--- src/rtl/rcs4_seq.sv ---
// rtl/rcs4_seq.sv - bit-serial ripple-borrow subtractor, A - B - Bin; optional SUB_OVF_EN adds ovf_o
module rcs4_seq #(
  parameter int WIDTH = 4
) (
  input  logic             clk_i,
  input  logic             rst_i,
  input  logic             start_i,
  input  logic [WIDTH-1:0] a_i,
  input  logic [WIDTH-1:0] b_i,
  input  logic             bin_i,
  output logic             busy_o,
  output logic             done_o,
  output logic [WIDTH-1:0] diff_o,
  output logic             bout_o
`ifdef SUB_OVF_EN
  ,
  output logic             ovf_o
`endif
);

  localparam int CW = (WIDTH > 2) ? $clog2(WIDTH) : 1;
  localparam logic [CW-1:0] LAST = CW'(WIDTH - 1);

  typedef enum logic [1:0] {IDLE, RUN, DONE} state_t;

  state_t           state_q, state_d;
  logic [WIDTH-1:0] a_q, a_d;
  logic [WIDTH-1:0] b_q, b_d;
  logic             br_q, br_d;
  logic [WIDTH-1:0] res_q, res_d;
  logic [CW-1:0]    cnt_q, cnt_d;
  logic [WIDTH-1:0] diff_q, diff_d;
  logic             bout_q, bout_d;
  logic             busy_q, busy_d;
  logic             done_q, done_d;
  logic             slice_d;
  logic             slice_br;
`ifdef SUB_OVF_EN
  logic             ovf_q, ovf_d;
`endif

  // One bit-slice of the ripple-borrow chain, fed from the LSBs of the operand shifters
  always_comb begin
    slice_d  = a_q[0] ^ b_q[0] ^ br_q;
    slice_br = (~a_q[0] & b_q[0]) | (~(a_q[0] ^ b_q[0]) & br_q);
  end

  // Next-state and next-output logic; busy/done are computed here and registered
  always_comb begin
    state_d = state_q;
    a_d     = a_q;
    b_d     = b_q;
    br_d    = br_q;
    res_d   = res_q;
    cnt_d   = cnt_q;
    diff_d  = diff_q;
    bout_d  = bout_q;
    busy_d  = 1'b0;
    done_d  = 1'b0;
`ifdef SUB_OVF_EN
    ovf_d   = ovf_q;
`endif
    case (state_q)
      IDLE: begin
        if (start_i) begin
          a_d     = a_i;
          b_d     = b_i;
          br_d    = bin_i;
          res_d   = '0;
          cnt_d   = '0;
          busy_d  = 1'b1;
          state_d = RUN;
        end
      end
      RUN: begin
        // Difference bits enter at the MSB so slice 0 lands at bit 0 after WIDTH shifts
        res_d  = {slice_d, res_q[WIDTH-1:1]};
        a_d    = a_q >> 1;
        b_d    = b_q >> 1;
        br_d   = slice_br;
        cnt_d  = cnt_q + 1'b1;
        busy_d = 1'b1;
        if (cnt_q == LAST) begin
          diff_d  = {slice_d, res_q[WIDTH-1:1]};
          bout_d  = slice_br;
`ifdef SUB_OVF_EN
          // br_q is the borrow into the MSB slice at this point
          ovf_d   = br_q ^ slice_br;
`endif
          busy_d  = 1'b0;
          done_d  = 1'b1;
          state_d = DONE;
        end
      end
      DONE: begin
        state_d = IDLE;
      end
      default: begin
        state_d = IDLE;
      end
    endcase
  end

  // State and datapath registers with synchronous active-high reset
  always_ff @(posedge clk_i) begin
    if (rst_i) begin
      state_q <= IDLE;
      a_q     <= '0;
      b_q     <= '0;
      br_q    <= 1'b0;
      res_q   <= '0;
      cnt_q   <= '0;
      diff_q  <= '0;
      bout_q  <= 1'b0;
      busy_q  <= 1'b0;
      done_q  <= 1'b0;
`ifdef SUB_OVF_EN
      ovf_q   <= 1'b0;
`endif
    end else begin
      state_q <= state_d;
      a_q     <= a_d;
      b_q     <= b_d;
      br_q    <= br_d;
      res_q   <= res_d;
      cnt_q   <= cnt_d;
      diff_q  <= diff_d;
      bout_q  <= bout_d;
      busy_q  <= busy_d;
      done_q  <= done_d;
`ifdef SUB_OVF_EN
      ovf_q   <= ovf_d;
`endif
    end
  end

  assign busy_o = busy_q;
  assign done_o = done_q;
  assign diff_o = diff_q;
  assign bout_o = bout_q;
`ifdef SUB_OVF_EN
  assign ovf_o  = ovf_q;
`endif

endmodule
--- config.mk ---
export PLATFORM = sky130hd
export DESIGN_NAME = rcs4_seq
export DESIGN_NICKNAME = d
export VERILOG_FILES = /design/src/rtl/rcs4_seq.sv
export SDC_FILE = /design/constraint.sdc
export NUM_CORES = 1
export LEC_CHECK = 0
export ABC_AREA = 1
export CAP_MARGIN = 10
export CORE_UTILIZATION = 52
export CTS_CLUSTER_SIZE = 24
export DETAILED_ROUTE_END_ITERATION = 7
export PLACE_DENSITY_LB_ADDON = 0.15
export SYNTH_ARGS = -nofsm -noshare
export SYNTH_HDL_FRONTEND = slang
export SYNTH_SLANG_ARGS = --single-unit
--- constraint.sdc ---
create_clock -name clk_i -period 2.5 [get_ports clk_i]
set_input_delay 0.375 -clock clk_i [delete_from_list [all_inputs] [get_ports clk_i]]
set_output_delay 0.375 -clock clk_i [all_outputs]
set_load 0.005 [all_outputs]
==> key figures <==
Outcome
  • Status: completed

Floorplanning
  • Core area: between 1500 and 2000 um^2
  • Die Span Y: between 40 and 50 um
  • DIE AREA: between 1500 and 2000 um^2
  • I/O pin total: 19
  • Initial Util: between 50% and 60%
  • Die width: ~45 um
  • # rows: 15

Power
  • Pwr dens: approximately 550 nW/um^2
  • Static leakage: approximately 0.50 nW
  • Pint: between 0.4 and 0.5 mW
  • Flop pwr share: around 60%
  • Sw Ratio: 25.5%
  • Combinational power share: roughly an eighth
  • P_sw: between 0.15 and 0.2 mW
  • Max IR drop VDD: about 450 uV
  • Clock share of power: between 20% and 30%

Detailed routing
  • Final WL: around 1700 um
  • Pre-antenna DRT Iters: 4
  • Avg WL per Cell: approximately 9.8 um
  • Total number of vias: 850
  • Antenna-violating nets left: 0
  • Drc violations: 0
  • Initial drt markers: 22
  • Via/cell ratio: roughly 4.9

GRT
  • Pin count of the biggest net entering global routing: 15
  • Gr usage total: between 20% and 30%
  • First-pass GRT wire length: around 3000 um
  • Initial antenna violation count: 0
  • Gr ovfl total: 0
  • Vias in the first global route: around 700

Synth
  • Syn. warnings: 0
  • Seq/Total Area, Yosys: roughly half
  • Cells after Synth: between 100 and 150
  • EDFF count, synth: 0
  • Synthesized area per cell: 7.40 um^2
  • Yosys reg bits: 23
  • Top_reg_cell synth: dfxtp_1
  • FFs w/ async S/R, synth: 0%
  • Mapped Nets: between 100 and 150
  • Unique cell type count in the Yosys netlist: 18
  • Cell Area, Synth: 947 um^2

Finish
  • Fin nets: between 150 and 200
  • Fin area: approximately 1200 um^2
  • Antenna diode count: 0
  • Ratio of cells with drive above 1 in the final layout: under 10%
  • Final Util: between 60 and 70%
  • Post-Layout Cell Count: between 150 and 200
  • Synth-to-Final Area Change: 23.4%

Clock tree
  • Post CTS Setup Buffer Count: 0
  • Clock buffer depth: 2
  • CTS HTree Levels: 1
  • Num CTS Buffers: 3
  • Cts hold-fix bufs: 0
  • Clock sinks: 23
  • Clock transition at path regs: ~0.13 ns
  • Post-cts sizing count: 0
  • CTS tree: done
  • Root buf cell: clkbuf_4
  • Clock Latency Late Sink: 0.31 ns

Place
  • Placed cell area: 1140 um^2
  • Dpl ws: about 0.86 ns
  • RePlAce Congestion: around 0.79
  • Placed Cells: between 150 and 200
  • Hpwl dp: roughly 1300 um
  • PortBufs: 18

Setup path
  • Crit path arrival time: between 1 and 1.5 ns
  • Worst path required time: ~2.1 ns
  • Cell family with most CP delay: buffers and inverters
  • Critical path type: reg2out
  • Crit path largest cell delay: around 0.5 ns
  • Setup crit start kind: flip-flop
  • Crit path buf inv count: 1
  • Worst-path cell chain: clkdlybuf4s50_1
  • CP max-delay cell: clkdlybuf4s50_1
  • CP Max Fanout: 2
  • Critical Path Sink Type: output port

Run
  • Total of max-cap violations: 0

Timing
  • Worst-case headroom to the max-slew limit: a little under three quarters
  • Top achievable clock speed: around 650 MHz
  • Finish-stage setup viols: 0
  • Final number of hold-violating endpoints: 0
  • Unrepaired setup endpoints after global routing: no
  • Fin crit share: between 60% and 70%
  • Layout Skew: ~0.012 ns
  • Total negative slack: 0 ns
  • Fin. max-slew vios: 0
  • Worst Max-Slew Pin Slew: 0.420 ns
  • Minimum clock period: 1.55 ns
  • Worst setup margin: 0.951 ns

Hold path
  • Worst Hold Class: reg2reg
registers in the layout, summed over array words and instances (netlist names):
signal   flops
cnt_q        2
res_q        3
a_q          4
busy_o       1
diff_o       4
bout_o       1
done_o       1
b_q          4
br_q         1
state_q      2
routing by layer:
layer | wire, um | vias to the layer above | part of all wire [%] | track usage, %
li1 | - | 439 | - | -
met1 | 749 | 382 | 44 | 24.8
met2 | 820 | 24 | 49 | 35.0
met3 | 77 | 5 | 4.6 | 3.67
met4 | 40 | 0 | 2.4 | 10.9
met5 | 0 | - | 0 | 0
cell usage in the layout (no fill, tap or decap):
cell type	count
nor2_1	20
nand2_2	2
o21ai_0	5
nand2_1	33
a211oi_1	2
nor2_2	3
inv_2	3
clkbuf_4	3
fa_1	1
a21oi_1	7
o21ai_2	1
buf_4	1
inv_1	11
ha_1	1
clkdlybuf4s50_1	18
clkinvlp_4	1
dfxtp_1	23
nand3_1	12
stage by stage:
step	power (mW)	hold WS, ns
6_report	0.644	0.458
3_3_place_gp	0.478	0.452
2_1_floorplan	0.450	0.429
4_1_cts	0.650	0.466
3_5_place_dp	0.479	0.452
5_1_grt	0.679	0.492
layout make-up:
cell class	count	area, um^2
clock inverter	1	7.51
timing repair buffer	19	188
multi-input combinational	87	407
sequential	23	460
tap	25	31.3
clock buffer	3	22.5
inverter	14	52.6
fill	157	539
cells in the mapped netlist, types with 2 or more instances:
library cell  number  share of area, %
nand2_1           33                13
dfxtp_1           23                49
nor2_1            20               7.9
nand3_1           12               6.3
inv_1             11               4.4
a21oi_1            7               3.7
o21ai_0            5               2.6
inv_2              3               1.2
nor2_2             3               2.0
a211oi_1           2               1.6
nand2_2            2               1.3
worst paths after layout:
kind / startpoint / to / slack, ns / cells after the start
hold / removal: res_q[2] / diff_o[1] / 0.46 / 2
hold reg to reg: res_q[2] / diff_o[1] / 0.46 / 2
setup / recovery: diff_o[2] / diff_o[2] / 0.95 / 1
setup reg to reg: state_q[0] / b_q[1] / 1.21 / 6
logic make-up (layout without fill, tap and decap cells):
group                    Yosys count  after routing  share of synthesized area, %
AO/OA/AOI/OAI                     15             15                          8.85
flip-flops                        23             23                          48.6
buffers and inverters             18             37                          8.45
AND/OR/NAND/NOR                   70             70                          30.6
adder cells (fa/ha/maj)            2              2                          3.43
power groups by stage:
stage | combinational, mW | clock (mW) | sequential (mW)
CTS | 0.0805 | 0.178 | 0.391
detailed placement | 0.0796 | 0 | 0.400
global route | 0.0911 | 0.194 | 0.394
floorplan | 0.0542 | 0 | 0.396
finish | 0.0800 | 0.173 | 0.391
global placement | 0.0783 | 0 | 0.399
Power figures use the tool's default switching activity.
